### src/rtl/cmp_share_arb.sv
// ---------------------------------------------------------------------------
// cmp_share_arb
//
// Shares one registered equal / not-equal compare unit between NREQ
// requesters. An arbiter picks one pending requester while idle, its
// operands are latched, the compare is evaluated in the following cycle and
// the tagged 1-bit result is offered on a valid/ready response channel.
//
// Configuration macro:
//   CMP_SHARE_ARB_RR_EN  defined   -> round-robin arbitration (pointer built)
//                        undefined -> fixed priority, lowest index wins
//
// Ports:
//   clock      in   rising-edge clock
//   reset      in   synchronous, active-high reset
//   req_valid  in   [NREQ]        requester i has a compare pending
//   req_ready  out  [NREQ]        one-hot grant, combinational while idle
//   req_a      in   [NREQ*WIDTH]  operand a, requester i at [i*WIDTH +: WIDTH]
//   req_b      in   [NREQ*WIDTH]  operand b, same packing
//   req_neq    in   [NREQ]        1 = not-equal compare, 0 = equal compare
//   rsp_valid  out  1             result available
//   rsp_ready  in   1             consumer accepts the result
//   rsp_id     out  [IDW]         requester that owns the result
//   rsp_y      out  1             compare result
//   cmp_count  out  16            completed response handshakes, wraps
// ---------------------------------------------------------------------------
module cmp_share_arb #(
   parameter int NREQ  = 4,
   parameter int WIDTH = 8,
   parameter int IDW   = 2
) (
   input  logic                    clock,
   input  logic                    reset,
   input  logic [NREQ-1:0]         req_valid,
   output logic [NREQ-1:0]         req_ready,
   input  logic [NREQ*WIDTH-1:0]   req_a,
   input  logic [NREQ*WIDTH-1:0]   req_b,
   input  logic [NREQ-1:0]         req_neq,
   output logic                    rsp_valid,
   input  logic                    rsp_ready,
   output logic [IDW-1:0]          rsp_id,
   output logic                    rsp_y,
   output logic [15:0]             cmp_count
);

   typedef enum logic [1:0] {
      ST_IDLE = 2'd0,
      ST_EXEC = 2'd1,
      ST_RESP = 2'd2
   } state_t;

   state_t           state_r;
   logic [WIDTH-1:0] a_r;
   logic [WIDTH-1:0] b_r;
   logic             neq_r;

   logic             any_s;
   logic [IDW-1:0]   win_s;

`ifdef CMP_SHARE_ARB_RR_EN
   logic [IDW-1:0]   ptr_r;
`endif

   // y is the not-equal result when neq=1 and the equal result when neq=0
   function automatic logic cmp_eval(input logic [WIDTH-1:0] a,
                                     input logic [WIDTH-1:0] b,
                                     input logic             neq);
      return (a != b) ^ ~neq;
   endfunction

   // Arbiter: scan from the start index, wrapping, first valid requester wins
   always_comb begin
      int   start;
      int   idx;
      logic found;
      logic hit;
`ifdef CMP_SHARE_ARB_RR_EN
      start = int'(ptr_r);
`else
      start = 0;
`endif
      idx   = 0;
      found = 1'b0;
      hit   = 1'b0;
      win_s = {IDW{1'b0}};
      any_s = |req_valid;
      for (int k = 0; k < NREQ; k++) begin
         idx   = (start + k) % NREQ;
         hit   = ~found & req_valid[idx];
         win_s = hit ? IDW'(idx) : win_s;
         found = found | hit;
      end
   end

   // Grant is only offered while idle so at most one compare is in flight
   always_comb begin
      if ((state_r == ST_IDLE) && any_s) begin
         req_ready = {{(NREQ-1){1'b0}}, 1'b1} << win_s;
      end else begin
         req_ready = {NREQ{1'b0}};
      end
   end

   // Control FSM with operand latch, result register and handshake counter
   always_ff @(posedge clock) begin
      if (reset) begin
         state_r   <= ST_IDLE;
         a_r       <= {WIDTH{1'b0}};
         b_r       <= {WIDTH{1'b0}};
         neq_r     <= 1'b0;
         rsp_valid <= 1'b0;
         rsp_id    <= {IDW{1'b0}};
         rsp_y     <= 1'b0;
         cmp_count <= 16'd0;
`ifdef CMP_SHARE_ARB_RR_EN
         ptr_r     <= {IDW{1'b0}};
`endif
      end else begin
         case (state_r)
            ST_IDLE: begin
               if (any_s) begin
                  a_r     <= req_a[win_s*WIDTH +: WIDTH];
                  b_r     <= req_b[win_s*WIDTH +: WIDTH];
                  neq_r   <= req_neq[win_s];
                  rsp_id  <= win_s;
                  state_r <= ST_EXEC;
`ifdef CMP_SHARE_ARB_RR_EN
                  ptr_r   <= IDW'((int'(win_s) + 1) % NREQ);
`endif
               end else begin
                  state_r <= ST_IDLE;
               end
            end
            ST_EXEC: begin
               rsp_y     <= cmp_eval(a_r, b_r, neq_r);
               rsp_valid <= 1'b1;
               state_r   <= ST_RESP;
            end
            ST_RESP: begin
               // Outputs hold until the consumer takes the result
               if (rsp_ready) begin
                  rsp_valid <= 1'b0;
                  cmp_count <= cmp_count + 16'd1;
                  state_r   <= ST_IDLE;
               end else begin
                  state_r   <= ST_RESP;
               end
            end
            default: begin
               rsp_valid <= 1'b0;
               state_r   <= ST_IDLE;
            end
         endcase
      end
   end

endmodule

### config.mk
export PLATFORM = sky130hd
export DESIGN_NAME = cmp_share_arb
export DESIGN_NICKNAME = d
export VERILOG_FILES = /design/src/rtl/cmp_share_arb.sv
export SDC_FILE = /design/constraint.sdc
export NUM_CORES = 1
export LEC_CHECK = 0
export CAP_MARGIN = 15
export CORE_ASPECT_RATIO = 0.5
export CORE_MARGIN = 1
export CORE_UTILIZATION = 35
export DETAILED_ROUTE_END_ITERATION = 6
export GPL_TIMING_DRIVEN = 0
export PLACE_DENSITY = 0.7
export SETUP_SLACK_MARGIN = 0.2
export SLEW_MARGIN = 20
export SYNTH_ARGS = -nofsm -noshare
export SYNTH_HDL_FRONTEND = slang
export SYNTH_SLANG_ARGS = --single-unit
### constraint.sdc
create_clock -name clock -period 3.9 [get_ports clock]
set_clock_uncertainty 0.05 [all_clocks]
set_input_delay 0.78 -clock clock [delete_from_list [all_inputs] [get_ports clock]]
set_output_delay 0.78 -clock clock [all_outputs]
set_load 0.02 [all_outputs]
**Yosys cells after proc, flatten, opt, wreduce, memory -nomap -nowiden**

Cells that the tools add are included.

- Output and inout port bits: 24
- Bits in latches: 0
- Memory bits (writable): 0
- Memories: 0
- Memory bits (read-only): 0
- Register bits after elaboration: 39

- Mux-type cells: 11
- Magnitude comparators: 1
- Bitwise operators: 11
- Reduce and logical (&&, ||, !) cells: 6
- Div/mod/pow operators: 0
- Multipliers: 0
- Shifts and indexed selects: 3
- Equality and inequality tests: 4
- Add/sub/neg operators: 1

Operators with widths:

| cell | count |
|---|---|
| $shiftx A32 B6 Y8 | 2 |
| $add A16 B1 Y16 const B | 1 |
| $ne A8 B8 Y1 | 1 |
| $mux W2 | 3 |
| $pmux W2 S3 | 1 |
| $reduce_and A2 Y1 | 3 |
| $not A1 Y1 | 5 |
| $mux W1 | 4 |
| $mux W4 | 1 |
| $reduce_or A4 Y1 | 1 |
| $shl A1 B2 Y4 const A | 1 |
| $and A1 B1 Y1 | 3 |
| $lt A2 B3 Y1 const B | 1 |
| $pmux W1 S3 | 1 |
| $bmux W1 S2 | 1 |
| $eq A2 B1 Y1 const B | 1 |
| $eq A2 B2 Y1 const B | 1 |
| $logic_not A2 Y1 | 1 |
| $ne A2 B2 Y1 const B | 1 |
| $or A1 B1 Y1 | 2 |
| $logic_and A1 B1 Y1 | 1 |
| $xor A1 B1 Y1 | 1 |

**Depth between registers and ports, before layout**

- Depth in word-level cells: 11
- Depth in mapped cells: 6
- Depth with buffers taken out: 5

**Least setup slack after synthesis**

Ideal clock, no wire load.

- Kind: input to output
- From: input port req_valid[0]
- To: output port req_ready[1]
- Stages: 5
- Slack: 1039 ps
- Data required time: 3070 ps
- Buffers on the path: 2
- Arrival time: 2031 ps
- Cells stage by stage: clkbuf_1 -> nor2_1 -> a211o_1 -> clkbuf_1 -> nor3_1

- Word-level cells in the longest chain between the ends: 11
- Elaborated cells on any way between the ends: 15
- Classes of those cells: shift: 1; mux: 4; bitwise: 8; reduce/logical: 2

RTL lines:

| what | line | RTL |
|---|---|---|
| from (decl) | 34 | `input logic [NREQ-1:0] req_valid,` |
| $not A1 Y1 | 89 | `hit = ~found & req_valid[idx];` |
| $and A1 B1 Y1 | 89 |  |
| $or A1 B1 Y1 | 91 | `found = found \| hit;` |
| $not A1 Y1 | 89 |  |
| $and A1 B1 Y1 | 89 |  |
| $or A1 B1 Y1 | 91 |  |
| $not A1 Y1 | 89 |  |
| $and A1 B1 Y1 | 89 |  |
| $mux W2 | 90 | `win_s = hit ? IDW'(idx) : win_s;` |
| $shl A1 B2 Y4 | 98 | `req_ready = {{(NREQ-1){1'b0}}, 1'b1} << win_s;` |
| $mux W4 * | 97 | `if ((state_r == ST_IDLE) && any_s) begin` |
| to (decl) | 35 | `output logic [NREQ-1:0] req_ready,` |

Every way passes the cells marked *; elsewhere a longest branch is shown, timed or not.

**Worst setup path in the final report**

- From: input port req_valid[1]
- To: output port req_ready[1]

- Word-level cells in the longest chain between the ends: 10
- Elaborated cells on any way between the ends: 14
- Classes of those cells: shift: 1; mux: 4; bitwise: 7; reduce/logical: 2

RTL lines:

| what | line |
|---|---|
| $and A1 B1 Y1 | 89 |
| $or A1 B1 Y1 | 91 |
| $not A1 Y1 | 89 |
| $and A1 B1 Y1 | 89 |
| $or A1 B1 Y1 | 91 |
| $not A1 Y1 | 89 |
| $and A1 B1 Y1 | 89 |
| $mux W2 | 90 |
| $shl A1 B2 Y4 | 98 |
| $mux W4 * | 97 |

Marked as above.

==> results.cfg <==
[job]
drv_cap = 0

[synthesis]
async_flop_share_pct = 0
syn_area_mm2 = 0.00212
ys_types = 40
synth_nets = 325
yosys_warnings = 0
synth_flop_cell = dfxtp_1
yosysSeqAreaShare_pct = 36.9
synth-edff-count = 0
netlist_instances = 249
syn_area_per_cell_um2 = 8.50
synth_seq_cells = 39

[routing]
drcViolationCount = 2
first_pass_iters = 6
ant_nets = 0
totalWireLength_um = 6230
wl_per_cell_um = 14.6
vias = 2289
drtIter0Drc = 99
via_per_inst = 5.37

[sta]
period_needed_ns = 3.58
finalSetupViolations = 0
tightestPinTransition_ns = 0.762
rsz0062_at_grt = true
worst_slack_ns = 0.325
finalCritPeriodShare_pct = 91.7
report.final.slew_viol_count = 0
whs_ns = 0.407
max_slew_margin_pct = 49.1
hold_viol_final = 0
finalSetupTns_ns = 0
max_freq_ghz = 0.280

[placed_design]
place_congestion = 0.758
port_buffers = 96
place.detailed.hpwl_um = 4740
place_ws_ns = 0.230

[critical_path]
arrival_ns = 2.75
endpoint_kind = primary output
r2r-start = state_r[1]$_SDFF_PP0_
cp-endpoint = req_ready[1]
reg2regPathDepth = 5
r2r-end = a_r[5]$_SDFFE_PP0P_
crit_type = input port to primary output
crit_fanout = 10
required_ns = 3.07
rrSetupSlack_ns = 1.73
cp-startpoint = req_valid[1]
startpoint_type = input port

[die]
io-pin-count = 99
fp.coreArea_mm2 = 0.00566
die_h_um = 57.0
start_util_pct = 37.4
row_count = 19
die-area_mm2 = 0.00638
die_x_um = 112

[power]
p_leak_nw = 1.19
p_int_uw = 882
seqPwrFrac_pct = 38.0
p_sw_share_pct = 26.1
powerDensity_mw_per_mm2 = 357
clkPwrFrac_pct = 39.5
ir_drop_mv = 0.180
combinationalPowerShare_pct = 22.5
power.switching_uw = 311
finalPower_mw = 1.19

[finish]
fill_cells = 529
nets = 428
areaGrowthSynthToFinish_pct = 57.8
utilization_pct = 59.0
multi_input_area_mm2 = 0.00126
diodes = 0
drive_gt1_share_pct = 9.92
regArea_um2 = 781

[global_routing]
grt_first_pass_wirelength_um = 10400
grt_usage_pct = 20.2
first_global_vias = 2183
overflow = 0
grt_max_degree = 14
grt_antenna_before_repair = 0

[cts]
cts_tree = done
cts_max_path_buffers = 2
cts_root_buf = clkbuf_16
cts_buffers = 5
clkTransAtPathRegs_ns = 0.06
htree_levels = 2
cts_sinks = 39
insertion_delay_ns = 0.29

[run_status]
violations = DRC
outcome = finished, violations left

[min_path]
holdCritPathClass = flip-flop to flip-flop
-- state kept, by name, summed over array words and instances (netlist names) --
signal     cells
cmp_count     16
a_r            8
b_r            8
rsp_id         2
state_r        2
neq_r          1
rsp_valid      1
rsp_y          1
-- metrics by stage --
step	std cells	cell area [um2]
floorplan	249	2120
global placement	418	3170
detailed placement	418	3170
CTS	426	3340
global route	426	3340
finish	426	3340
-- power by group through the flow --
stage	logic, mW	registers (mW)	clock network, mW
2_1_floorplan	0.142	0.462	0
4_1_cts	0.270	0.453	0.475
3_5_place_dp	0.267	0.462	0
3_3_place_gp	0.261	0.461	0
6_report	0.269	0.453	0.471
5_1_grt	0.296	0.457	0.493
-- worst max-delay path, cell delays in order --
cell	delay, ns
clkdlybuf4s50_1	0.52
nor2_1	0.10
a211o_1	0.31
clkbuf_2	0.22
nor3_1	0.17
clkdlybuf4s50_1	0.64
-- layout by cell type (no fill, tap or decap), types with 2 or more instances in the layout --
master	count
and3_1	3
nand3_1	7
o31ai_1	4
nor3_1	4
a21oi_1	27
inv_1	2
nor2_1	36
clkbuf_16	5
mux2_2	17
clkbuf_2	2
buf_2	2
dfxtp_1	39
or4_1	4
xnor2_1	12
nand4_1	4
a211oi_1	17
or3_1	2
nand2_1	11
xor2_1	4
a22oi_1	17
clkdlybuf4s50_1	96
o21ai_0	4
clkbuf_1	11
-- metal layers --
layer | track usage, % | vias to the layer above | wire length (um)
li1 | - | 1126 | -
met1 | 25.8 | 1119 | 2860
met2 | 36.4 | 40 | 3140
met3 | 3.93 | 4 | 191
met4 | 3.81 | 0 | 38
met5 | 0 | - | 0
-- cells in the mapped netlist, drive strengths merged (4+ instances only) --
library cell | number | area (um2)
mux2 | 17 | 191
nand3 | 7 | 35.0
xor2 | 4 | 35.0
clkbuf | 13 | 48.8
o31ai | 4 | 30.0
xnor2 | 12 | 105
a22oi | 17 | 128
nand2 | 11 | 41.3
dfxtp | 39 | 781
a21oi | 27 | 135
nor2 | 36 | 135
nand4 | 4 | 25.0
o21ai | 4 | 20.0
or4 | 5 | 41.3
nor3 | 5 | 30.0
a211oi | 17 | 128
-- layout make-up --
| type | count | area share [%] |
|---|---|---|
| timing repair buffer | 96 | 28.8 |
| clock inverter | 3 | 1.31 |
| sequential | 39 | 23.4 |
| buffer | 16 | 1.95 |
| inverter | 2 | 0.225 |
| tap | 73 | 2.74 |
| multi-input combinational | 192 | 37.9 |
| clock buffer | 5 | 3.75 |
-- cell families after synthesis --
family / Yosys count / share of synthesized area (%)
compound gates: 74 / 22.7
flops: 39 / 36.9
buf+inv: 18 / 3.31
xor+xnor: 16 / 6.62
simple gates: 83 / 20.3
mux: 18 / 9.52
fa+ha+maj: 1 / 0.591
-- how the worst min path moves through the flow --
stage                     slack [ns]  cells past startpoint                    from                     end
after global placement          0.40                      2  rsp_id[1]$_SDFFE_PP0P_  rsp_id[1]$_SDFFE_PP0P_
final                           0.41                      2  rsp_id[1]$_SDFFE_PP0P_  rsp_id[1]$_SDFFE_PP0P_
after detailed placement        0.40                      2  rsp_id[1]$_SDFFE_PP0P_  rsp_id[1]$_SDFFE_PP0P_
after floorplan                 0.43                      2      neq_r$_SDFFE_PP0P_      neq_r$_SDFFE_PP0P_
after global routing            0.42                      2  rsp_id[1]$_SDFFE_PP0P_  rsp_id[1]$_SDFFE_PP0P_
after CTS                       0.41                      2  rsp_id[1]$_SDFFE_PP0P_  rsp_id[1]$_SDFFE_PP0P_
-- timing repair --
action / in CTS / in global routing
setup endpoints to repair: 0 / 2
hold buffers: 0 / 0
buffers inserted: 0 / 0
resized for setup: 0 / 4
No activity file was read; power rests on OpenSTA's default activity.
